`src/rtl/mdeshuffle_pipe.sv`:
```
// Lane deshuffler: gathers one beat from every lane FIFO, reorders nibbles into
// sequential element order according to the head descriptor, and registers the result.
module mdeshuffle_pipe #(
  parameter int NrExits    = 4,
  parameter int LaneNb     = 4,
  parameter int LaneBufDep = 2,
  parameter int InfoBufDep = 4,
  parameter int CntW       = 8,
  parameter int IdW        = 4
) (
  input  logic                          clk_i,
  input  logic                          rst_ni,
  input  logic                          flush_i,
  input  logic [NrExits-1:0]            rx_valid_i,
  output logic [NrExits-1:0]            rx_ready_o,
  input  logic [NrExits*4*LaneNb-1:0]   rx_data_i,
  input  logic                          info_valid_i,
  output logic                          info_ready_o,
  input  logic [1:0]                    info_sew_i,
  input  logic                          info_vm_i,
  input  logic [CntW-1:0]               info_cmt_cnt_i,
  input  logic [IdW-1:0]                info_req_id_i,
  input  logic                          mask_valid_i,
  input  logic [NrExits*LaneNb-1:0]     mask_i,
  output logic                          mask_ready_o,
  output logic                          tx_valid_o,
  input  logic                          tx_ready_i,
  output logic [4*NrExits*LaneNb-1:0]   tx_nb_o,
  output logic [NrExits*LaneNb-1:0]     tx_en_o,
  output logic [IdW-1:0]                tx_req_id_o,
  output logic                          tx_last_o
);

  localparam int LaneW = 4 * LaneNb;
  localparam int NbTot = NrExits * LaneNb;
  localparam int LPtrW = (LaneBufDep > 1) ? $clog2(LaneBufDep) : 1;
  localparam int LCntW = $clog2(LaneBufDep + 1);
  localparam int IPtrW = $clog2(InfoBufDep);

  typedef struct packed {
    logic [1:0]      sew;
    logic            vm;
    logic [CntW-1:0] cmt_cnt;
    logic [IdW-1:0]  req_id;
  } info_t;

  logic                fire;
  logic                last_beat;
  logic [NrExits-1:0]  lane_empty;
  logic [LaneW-1:0]    head_beat [NrExits];
  logic [CntW-1:0]     beat_cnt;

  // ---------------------------------------------------------------- lane FIFOs
  for (genvar gl = 0; gl < NrExits; gl++) begin : g_lane
    logic [LaneW-1:0] mem [LaneBufDep];
    logic [LPtrW-1:0] wr_ptr;
    logic [LPtrW-1:0] rd_ptr;
    logic [LCntW-1:0] count;
    logic             push;

    assign rx_ready_o[gl] = (count != LCntW'(LaneBufDep));
    assign lane_empty[gl] = (count == '0);
    assign push           = rx_valid_i[gl] && rx_ready_o[gl] && !flush_i;
    assign head_beat[gl]  = mem[rd_ptr];

    always_ff @(posedge clk_i) begin
      if (push) begin
        mem[wr_ptr] <= rx_data_i[gl*LaneW +: LaneW];
      end
    end

    always_ff @(posedge clk_i or negedge rst_ni) begin
      if (!rst_ni) begin
        wr_ptr <= '0;
        rd_ptr <= '0;
        count  <= '0;
      end else if (flush_i) begin
        wr_ptr <= '0;
        rd_ptr <= '0;
        count  <= '0;
      end else begin
        if (push) begin
          wr_ptr <= (wr_ptr == LPtrW'(LaneBufDep - 1)) ? '0 : wr_ptr + 1'b1;
        end
        if (fire) begin
          rd_ptr <= (rd_ptr == LPtrW'(LaneBufDep - 1)) ? '0 : rd_ptr + 1'b1;
        end
        case ({push, fire})
          2'b10:   count <= count + 1'b1;
          2'b01:   count <= count - 1'b1;
          default: count <= count;
        endcase
      end
    end
  end

  // ---------------------------------------------------------------- info queue
  info_t            info_mem [InfoBufDep];
  logic [IPtrW:0]   iwr_ptr;
  logic [IPtrW:0]   ird_ptr;
  logic             info_empty;
  logic             info_full;
  logic             info_push;
  logic             info_pop;
  info_t            head;

  // Pointers carry an extra wrap bit so full and empty are distinguishable.
  assign info_empty   = (iwr_ptr == ird_ptr);
  assign info_full    = (iwr_ptr[IPtrW] != ird_ptr[IPtrW]) &&
                        (iwr_ptr[IPtrW-1:0] == ird_ptr[IPtrW-1:0]);
  assign info_ready_o = !info_full;
  assign info_push    = info_valid_i && !info_full && !flush_i;
  assign info_pop     = fire && last_beat;
  assign head         = info_mem[ird_ptr[IPtrW-1:0]];

  always_ff @(posedge clk_i) begin
    if (info_push) begin
      info_mem[iwr_ptr[IPtrW-1:0]] <= {info_sew_i, info_vm_i, info_cmt_cnt_i, info_req_id_i};
    end
  end

  always_ff @(posedge clk_i or negedge rst_ni) begin
    if (!rst_ni) begin
      iwr_ptr <= '0;
      ird_ptr <= '0;
    end else if (flush_i) begin
      iwr_ptr <= '0;
      ird_ptr <= '0;
    end else begin
      if (info_push) iwr_ptr <= iwr_ptr + 1'b1;
      if (info_pop)  ird_ptr <= ird_ptr + 1'b1;
    end
  end

  // ---------------------------------------------------------------- fire logic
  assign fire = !flush_i && !(|lane_empty) && !info_empty &&
                (head.vm || mask_valid_i) && (!tx_valid_o || tx_ready_i);
  assign last_beat    = (beat_cnt == head.cmt_cnt);
  assign mask_ready_o = fire && !head.vm;

  // ---------------------------------------------------------------- deshuffle
  // Every element width gets its own fixed wiring; the head sew picks one.
  logic [3:0] map_nb [4][NbTot];
  logic       map_en [4][NbTot];

  for (genvar gw = 0; gw < 4; gw++) begin : g_sew
    localparam int ESz = 2 << gw;
    for (genvar gs = 0; gs < NbTot; gs++) begin : g_nb
      if (ESz <= LaneNb) begin : g_ok
        localparam int Elem = gs / ESz;
        localparam int Lane = Elem % NrExits;
        localparam int Off  = (Elem / NrExits) * ESz + (gs % ESz);
        assign map_nb[gw][gs] = head_beat[Lane][4*Off +: 4];
        assign map_en[gw][gs] = head.vm || mask_i[Lane*LaneNb + Off];
      end else begin : g_bad
        assign map_nb[gw][gs] = 4'h0;
        assign map_en[gw][gs] = 1'b0;
      end
    end
  end

  logic [4*NbTot-1:0] nb_next;
  logic [NbTot-1:0]   en_next;

  always_comb begin
    nb_next = '0;
    en_next = '0;
    for (int s = 0; s < NbTot; s++) begin
      nb_next[4*s +: 4] = map_nb[head.sew][s];
      en_next[s]        = map_en[head.sew][s];
    end
  end

  // ---------------------------------------------------------------- output stage
  always_ff @(posedge clk_i or negedge rst_ni) begin
    if (!rst_ni) begin
      tx_valid_o  <= 1'b0;
      tx_nb_o     <= '0;
      tx_en_o     <= '0;
      tx_req_id_o <= '0;
      tx_last_o   <= 1'b0;
      beat_cnt    <= '0;
    end else if (flush_i) begin
      tx_valid_o <= 1'b0;
      beat_cnt   <= '0;
    end else if (fire) begin
      tx_valid_o  <= 1'b1;
      tx_nb_o     <= nb_next;
      tx_en_o     <= en_next;
      tx_req_id_o <= head.req_id;
      tx_last_o   <= last_beat;
      beat_cnt    <= last_beat ? '0 : beat_cnt + 1'b1;
    end else if (tx_ready_i) begin
      tx_valid_o <= 1'b0;
    end
  end

endmodule

```
`config.mk`:
```
export PLATFORM = sky130hd
export DESIGN_NAME = mdeshuffle_pipe
export DESIGN_NICKNAME = d
export VERILOG_FILES = /design/src/rtl/mdeshuffle_pipe.sv
export SDC_FILE = /design/constraint.sdc
export NUM_CORES = 1
export LEC_CHECK = 0
export CORE_ASPECT_RATIO = 2
export CORE_MARGIN = 4
export CORE_UTILIZATION = 45
export DETAILED_ROUTE_END_ITERATION = 6
export PLACE_DENSITY = 0.82
export SYNTH_ARGS = -nofsm -noshare
export SYNTH_HDL_FRONTEND = slang
export SYNTH_SLANG_ARGS = --single-unit
```
`constraint.sdc`:
```
create_clock -name clk_i -period 2.28 [get_ports clk_i]
set_input_delay 0.342 -clock clk_i [delete_from_list [all_inputs] [get_ports clk_i]]
set_output_delay 0.342 -clock clk_i [all_outputs]
set_load 0.02 [all_outputs]
```
; ---- Word-level counts from Yosys, hierarchy flattened
; Memories as Yosys holds them, arrays and structs flattened.
; Cells that the tools add are included.
[classes]
mux = 58
add_sub_neg = 19
n_bitwise = 2
n_lt_le_gt_ge = 1
eq_ne = 16
n_reduce_logical = 59
[op_table]
columns = cell, n
row1 = $bmux 64 s2, 1
row2 = $mux 64, 2
row3 = $mux 1, 37
row4 = $bmux 16 s2, 1
row5 = $mux 16, 2
row6 = $mux 8, 3
row7 = $logic_or 1x1->1, 18
row8 = $logic_and 1x1->1, 17
row9 = $pmux 2 s2, 4
row10 = $reduce_bool 3->1, 5
row11 = $reduce_bool 2->1, 7
row12 = $mux 3, 4
row13 = $add 1x1->1 const B, 8
row14 = $add 2x1->2 const B, 4
row15 = $add 8x1->8 const B, 1
row16 = $eq 2x1->1 const B, 4
row17 = $eq 2x2->1 const B, 4
row18 = $eq 8x8->1, 1
row19 = $logic_not 2->1, 4
row20 = $mux 2, 4
row21 = $ne 2x2->1 const B, 4
row22 = $sub 2x1->2 const B, 4
row23 = $add 3x1->3 const B, 2
row24 = $logic_not 1->1, 6
row25 = other kinds (8), 8
[word_totals]
mem_bits_rw = 188
memories = 5
word_cells = 180
output_inout_bits = 92
register_bits = 116
inputBits = 105
[mem_list]
columns = name, depth, word_bits, rd, rd_ports_with_merged_regs, wr, line
row1 = info_mem, 4, 15, 1, 0, 1, 98  ; info_t info_mem [InfoBufDep];
row2 = g_lane[0].mem, 2, 16, 1, 0, 1, 55  ; logic [LaneW-1:0] mem [LaneBufDep];
row3 = g_lane[1].mem, 2, 16, 1, 0, 1, 55
row4 = g_lane[2].mem, 2, 16, 1, 0, 1, 55
row5 = g_lane[3].mem, 2, 16, 1, 0, 1, 55

; ---- Longest topological paths before layout
; Gate-level depths: netlist of the first run.
[depth]
ltp_word = 10
depth_mapped = 10
ltp_nobuf = 5

; ---- Worst setup path after synthesis of the first run
; No wires, ideal clock.
[synth_path]
kind = reg-to-reg
from = reg g_lane[2].count[0]
to = mem g_lane[2].mem[1][0] (netlist name) (enable)
synth_period_minus_slack_ns = 2.498
path_buffers = 0
path_slack_ns = -0.218
setup_time_ns = 0.413
t_arrival_ns = 2.086
stages_incl_launch_ff = 4
required_ns = 1.867
cell_sequence = dfrtp_1 nand2b_1 nand2_1 nor3b_1
[synth_via]
elab_chain_cells = 5
[synth_rtl]
columns = element, line
row1 = from (decl), 58  ; logic [LCntW-1:0] count;
row2 = from (signal assigned), 89  ; 2'b10: count <= count + 1'b1;
row3 = from (signal assigned), 90  ; 2'b01: count <= count - 1'b1;
row4 = from (signal assigned), 91  ; default: count <= count;
row5 = $ne 2x2->1, 61  ; assign rx_ready_o[gl] = (count != LCntW'(LaneBufDep));
row6 = via rx_ready_o[2], 15  ; output logic [NrExits-1:0] rx_ready_o,
row7 = $logic_and 1x1->1 (2 in a row), 63  ; assign push = rx_valid_i[gl] && rx_ready_o[gl] && !flush_i;
row8 = $mux 1, 67  ; if (push) begin
row9 = $mux 1 (implied by the code), 68  ; mem[wr_ptr] <= rx_data_i[gl*LaneW +: LaneW];
row10 = to (decl), 55
; The timed path passes the listed nets, and every way through them passes these cells.

; ---- Worst setup path after layout of the first run
[layout_path]
from = reg ird_ptr[0]
to = out mask_ready_o
[layout_via]
elab_chain_cells = 6
[layout_rtl]
columns = element, line
row1 = from (decl), 100  ; logic [IPtrW:0] ird_ptr;
row2 = from (signal assigned), 131  ; if (info_pop) ird_ptr <= ird_ptr + 1'b1;
row3 = branches (longest 5 deep; another with $mem_v2 4x15), --
row4 = $logic_and 1x1->1 (*), 139  ; assign mask_ready_o = fire && !head.vm;
row5 = to (decl), 25  ; output logic mask_ready_o,
; Every way passes the cells marked *.

==> run_results.csv, run 1 <==
group,metric,value,unit
synth,yosysSeqAreaShare,0.6769,
finish,nets,1226,
finish,area_growth,34.73,%
global_routing,grt_max_degree,53,
timing,grt_setup_unrepaired,"true",
route,wl_per_cell,23.10,um
timing,fin_crit,2375,ps
timing,skew,14.64,ps
die,dieArea,0.03097,mm2
synth,synth_fp_nets,984,
die,ios,197,
power,power_density,702.7,mW/mm2
global_routing,grt_antenna_before_repair,1,
timing,tightestPinTransition,542.6,ps
setup_path,arrival,2030,ps
synth,ys_seq_elements,304,
timing,final_max_slew_viol_count,0,
synth,synth_cell_types,51,
timing,finalSetupViolCount,7,
setup_path,worst-path-max-fanout,3,
cts,clkTransAtPathRegs,70,ps
setup_path,startpoint_type,"register",
min_path,min_path_type,"input pin to async pin",
finish,ff_latch_area,0.008551,mm2
cts,clkSinkCount,304,
route,totalWireLength,34360,um
timing,timing.setup.tns,-223.3,ps
power,peakVddDrop,0.6088,mV
synth,postSynthCellCount,873,
global_routing,grt_remaining_overflow,0,
place,dp_cells,1410,
setup_path,crit_buf_inv,2,
setup_path,cpLargestDelayFamily,"flip-flops",
synth,synth.avg_cell_area,14.47,um2
power,power,11960,uW
power,p_leak,0.006344,uW
die,die_h,244.9,um
finish,final_common_cell,"clkdlybuf4s50_1",
setup_path,timing.rr.end,"ird_ptr[1]",
timing,hold_viol,0,
setup_path,crit_start,"ird_ptr[0]",
finish,drive_above_1_share,0.2293,
die,die_w,126.5,um
setup_path,cpMaxStageDelayCell,"dfrtp_2",
route,via_per_inst,5.547,
setup_path,cp-end-kind,"primary output",
finish,final_cell_mix,"clkdlybuf4s50_1, edfxtp_1, dfrtp_1",
timing,fmax,0.4210,GHz
cts,cts_tree,"done",
setup_path,rr_worst_depth,7,
global_routing,grt_pass1_wl,48070,um
finish,nFillCells,2039,
cts,clk_latency,550,ps
die,coreArea,0.02765,mm2
place,numPortBuffers,196,
setup_path,r2r_setup_slack,-40,ps
run_status,failed_checks,"negative setup slack",
die,initial_core_util,0.4567,
global_routing,grt_use_total,0.2015,
finish,multi_input_area,0.004225,mm2
synth,netlist_top_cells_area,"edfxtp_1, dfrtp_1, mux2i_1",
place,dp_hpwl,22210,um
place,routabilityCongestion,0.8217,
cts,clock_path_buffers,3,
cts,cts_root_buf,"clkbuf_16",
finish,postLayoutCellArea,0.01701,mm2
timing,fin_crit_sh,1.042,
setup_path,worstPathRequired,1940,ps
run_status,outcome,"finished with violations",
setup_path,crit_chain,"buf_6, xnor2_4, a311oi_4, nand3_4, nor2_4, buf_12",
synth,synth_area,0.01263,mm2
timing,worst_slack,-95.34,ps
route,drt_iter0_markers,552,
timing,max_slew_margin,0.6279,
flow_run,drv_cap,0,
synth,yosysTopAreaCellShare,0.4470,
setup_path,slowest_delay,430,ps
route,ant_nets,0,
cts,h-tree-depth,1,
route,vias,8249,
route,drc_errors,0,
setup_path,timing.rr.start,"ird_ptr[0]",
place,placedInstanceArea,0.01522,mm2
synth,ys_warn_count,0,
global_routing,grt_pass1_vias,8345,
finish,final-instance-count-excl-fill,1487,
cts,cts-buffers-inserted,26,
die,rows,86,
synth,yosysTopAreaCell,"edfxtp_1",
setup_path,critPathKind,"register to primary output",
route,dr.pass1.iters,5,
[cell type report]
cell class	count	area share
clock buffer	31	0.03934
inverter	6	0.001324
antenna	1	0.0001471
clock inverter	16	0.01088
timing repair buffer	271	0.1715
sequential	304	0.5026
tap	352	0.02589
multi-input combinational	506	0.2483
[routing by layer]
layer | GRT usage | vias up | routed length (um)
li1 | - | 3761 | -
met5 | 0 | - | 0
met1 | 0.2182 | 4112 | 11610
met2 | 0.3714 | 274 | 19020
met4 | 0.1222 | 0 | 2404
met3 | 0.02134 | 102 | 1321
[power breakdown]
part	switching (uW)	internal (uW)
clock	2020	2470
sequential	114	6100
combinational	664	583
total	2800	9160
[flip-flops by register name, summed over array words and instances, names as in the netlist]
name,cells
tx_req_id_o,4
g_lane.wr_ptr,4
info_mem,60
ird_ptr,3
tx_en_o,16
g_lane.rd_ptr,4
tx_valid_o,1
tx_nb_o,64
g_lane.count,8
tx_last_o,1
beat_cnt,8
g_lane.mem,128
iwr_ptr,3
[cells by family after synthesis]
group                      share of synthesized area
buffers and inverters                        0.02665
adders and majority gates                   0.005945
DFF                                           0.6769
and+or+nand+nor                              0.07580
AOI/OAI and AO/OA                            0.09581
xor gates and xnor gates                     0.01991
muxes                                        0.09898
[how the worst max path moves through the flow]
stage                    to  slack, ps  cells past startpoint
6_report       mask_ready_o       -100                      6
5_1_grt        mask_ready_o       -140                      6
4_1_cts        mask_ready_o       -100                      6
3_5_place_dp     ird_ptr[2]        -30                      7
3_3_place_gp     ird_ptr[2]         40                      7
2_1_floorplan  mask_ready_o         10                      8
[cell usage after synthesis, drive strengths merged]
cell type  count
nand3          7
nand2         98
inv            6
a211oi        20
nor2b         14
a31oi          1
a311o          1
mux2          33
o21ai         11
edfxtp       188
nor4           2
nor3          10
xnor2         18
o2111ai        2
o21ba          1
a2111oi       16
o21a           1
o211ai         3
a21o          17
o31ai         65
ha             6
o22ai          1
nor2          59
clkbuf        29
nand2b         7
and3           1
a311oi         1
a21oi         18
nor3b          4
nand4          2
a22oi          1
dfrtp        116
and2           5
mux2i         54
xor2           9
buf           29
mux4          15
nand3b         1
o221ai         1
[metrics by stage]
step | setup WS [ps] | hold slack (ps) | utilization
global route | -143.0 | 359.2 | 0.6152
CTS | -102.4 | 317.5 | 0.5932
floorplan | 10.60 | 46.41 | -
detailed placement | -29.75 | 363.6 | 0.5504
finish | -95.34 | 324.6 | 0.6152
global placement | 37.68 | 360.4 | 0.5504
[what timing repair did]
| action | in CTS | in global routing |
|---|---|---|
| gates cloned | 3 | 13 |
| buffers inserted | 6 | 7 |
| resized for setup | 31 | 97 |
| endpoints found under the setup margin | 33 | 137 |
| hold buffers | 1 | 0 |
| hold endpoints to repair | 35 | 0 |
| pin swaps | 7 | 28 |
No activity file was read; power rests on OpenSTA's default activity.
==> inputs of run 2 (changes only) <==
Settings changed: ABC_CLOCK_PERIOD_IN_PS from default to 2280, CAP_MARGIN from default to 20, CORE_ASPECT_RATIO 2 to 0.75.
==> run_results.csv, run 2 (synthesis results as in run 1) <==
group,metric,value,unit
min_path,min_path_type,"input pin to async pin",
setup_path,critPathKind,"register to primary output",
power,pwr-share-clk,0.408,
timing,whs,270.6,ps
run_status,failed_checks,"negative setup slack",
cts,cts_root_buf,"clkbuf_16",
finish,top_register,"g_lane.mem",
power,power_density,736.6,mW/mm2
timing,timing.setup.tns,-467.8,ps
timing,max_slew_margin,0.3761,
global_routing,grt_pass1_vias,8540,
cts,clock_path_buffers,3,
setup_path,timing.rr.start,"ird_ptr[0]",
place,dp_cells,1422,
place,numPortBuffers,196,
route,ant_nets,0,
finish,final-instance-count-excl-fill,1495,
route,via_per_inst,5.635,
setup_path,slowest_delay,430,ps
finish,final_cell_mix,"clkdlybuf4s50_1, edfxtp_1, dfrtp_1",
route,wl_per_cell,22.45,um
finish,postLayoutCellArea,0.01712,mm2
global_routing,grt_antenna_before_repair,2,
power,power_frac_comb,0.099,
flow_run,drv_cap,0,
finish,area_growth,35.60,%
run_status,outcome,"finished with violations",
cts,clkSinkCount,304,
power,swShare,0.2276,
global_routing,grt_remaining_overflow,0,
cts,clkTransAtPathRegs,70,ps
timing,final_max_slew_viol_count,0,
timing,hold_viol,0,
place,placedInstanceArea,0.01537,mm2
route,drc_errors,0,
power,peakVddDrop,0.7898,mV
timing,skew,11.47,ps
timing,finalSetupViolCount,16,
timing,fmax,0.4228,GHz
global_routing,grt_max_degree,68,
power,power_frac_seq,0.492,
place,dp_hpwl,21230,um
cts,h-tree-depth,1,
finish,largest_reg_flops,128,
cts,cts-buffers-inserted,29,
setup_path,worstPathRequired,1940,ps
cts,cts_tree,"done",
route,drt_iter0_markers,595,
setup_path,arrival,2020,ps
die,dieArea,0.03083,mm2
power,p_int,9743,uW
setup_path,startpoint_type,"register",
route,totalWireLength,33560,um
timing,fin_crit,2365,ps
global_routing,grt_use_total,0.2000,
power,p_leak,0.006395,uW
timing,fin_crit_sh,1.037,
route,vias,8424,
power,power,12610,uW
place,routabilityCongestion,0.8102,
die,initial_core_util,0.4621,
die,die_w,201.4,um
die,rows,52,
setup_path,cp-end-kind,"primary output",
global_routing,grt_pass1_wl,48830,um
timing,tightestPinTransition,935.9,ps
die,die_h,153.1,um
die,ios,197,
finish,nFillCells,1983,
power,p_sw,2871,uW
setup_path,crit_chain,"xnor2_2, a311oi_2, buf_4, nand3_4, nor2_4, buf_6",
setup_path,crit_start,"ird_ptr[1]",
setup_path,cpMaxStageDelayCell,"dfrtp_1",
setup_path,worst-path-max-fanout,3,
finish,nets,1231,
finish,drive_above_1_share,0.2353,
timing,grt_setup_unrepaired,"true",
die,coreArea,0.02733,mm2
setup_path,r2r_setup_slack,-80,ps
cts,clk_latency,560,ps
finish,final_common_cell,"clkdlybuf4s50_1",
route,dr.pass1.iters,5,
timing,worst_slack,-85.42,ps
==> run 2: cell count changes in the layout (fill, tap and decap cells not counted), moves of 4 or more <==
cell / change
clkbuf_8: +4
a21oi_2: -6
nor2b_2: +4
nor2_1: +4
buf_4: +9
a211oi_2: +4
nor2_4: -6
o31ai_1: -5
clkinvlp_4: +4
a21oi_1: +6
a211oi_1: -4
o31ai_2: +5
==> run 2: worst paths after layout <==
| path | end | cells after the start |
|---|---|---|
| max | mask_ready_o | 6 |
| max in group asynchronous | ird_ptr[0] | 3 |
| min reg2reg | tx_nb_o[24] | 1 |
| min in group clk_i | g_lane[3].mem[1][10] | 1 |
| min | tx_nb_o[57] | 2 |
| max reg2reg | tx_nb_o[31] | 8 |
==> run 2: area by class of cell <==
type / instances / area, um2 / share of cell area
sequential: 304 / 8549 / 0.4993
multi-input combinational: 505 / 4198 / 0.2451
timing repair buffer: 274 / 2882 / 0.1683
clock buffer: 38 / 799.5 / 0.04669
tap: 351 / 439.2 / 0.02565
clock inverter: 16 / 231.5 / 0.01352
inverter: 6 / 22.52 / 0.001315
antenna: 1 / 2.502 / 0.0001461
==> run 2: through the flow <==
stage / util / worst slack [ps]
after floorplan: - / 10.60
after global placement: 0.5625 / -189.8
after detailed placement: 0.5625 / -195.1
after CTS: 0.6090 / -115.6
after global routing: 0.6266 / -166.3
final: 0.6266 / -85.42
==> run 2: power by group through the flow <==
stage               sequential, uW  combinational (uW)  clock, uW
floorplan                     6380                 423          0
global placement              6310                1090          0
detailed placement            6320                1130          0
CTS                           6210                1170       5220
global route                  6230                1330       5470
finish                        6210                1250       5150
==> run 2: critical path, delay by kind of cell (launching register included) <==
kind / cells / cell delay, ps
compound gates: 1 / 290
xor+xnor: 1 / 190
buf+inv: 2 / 310
flops: 1 / 430
simple gates: 2 / 250
==> run 2: layer usage <==
layer | up-vias | part of all wire | GRT usage
li1 | 3765 | - | -
met1 | 4226 | 0.43 | 0.2845
met2 | 364 | 0.46 | 0.3155
met3 | 67 | 0.080 | 0.04914
met4 | 2 | 0.022 | 0.04554
met5 | - | 0.00039 | 0
==> run 2: what timing repair did <==
action | 4_1_cts | 5_1_grt
resized for setup | 45 | 77
gates cloned | 2 | 5
pin swaps | 8 | 8
setup endpoints to repair | 93 | 151
endpoints found under the hold margin | 27 | 0
hold buffers | 1 | 0
setup buffers | 6 | 5
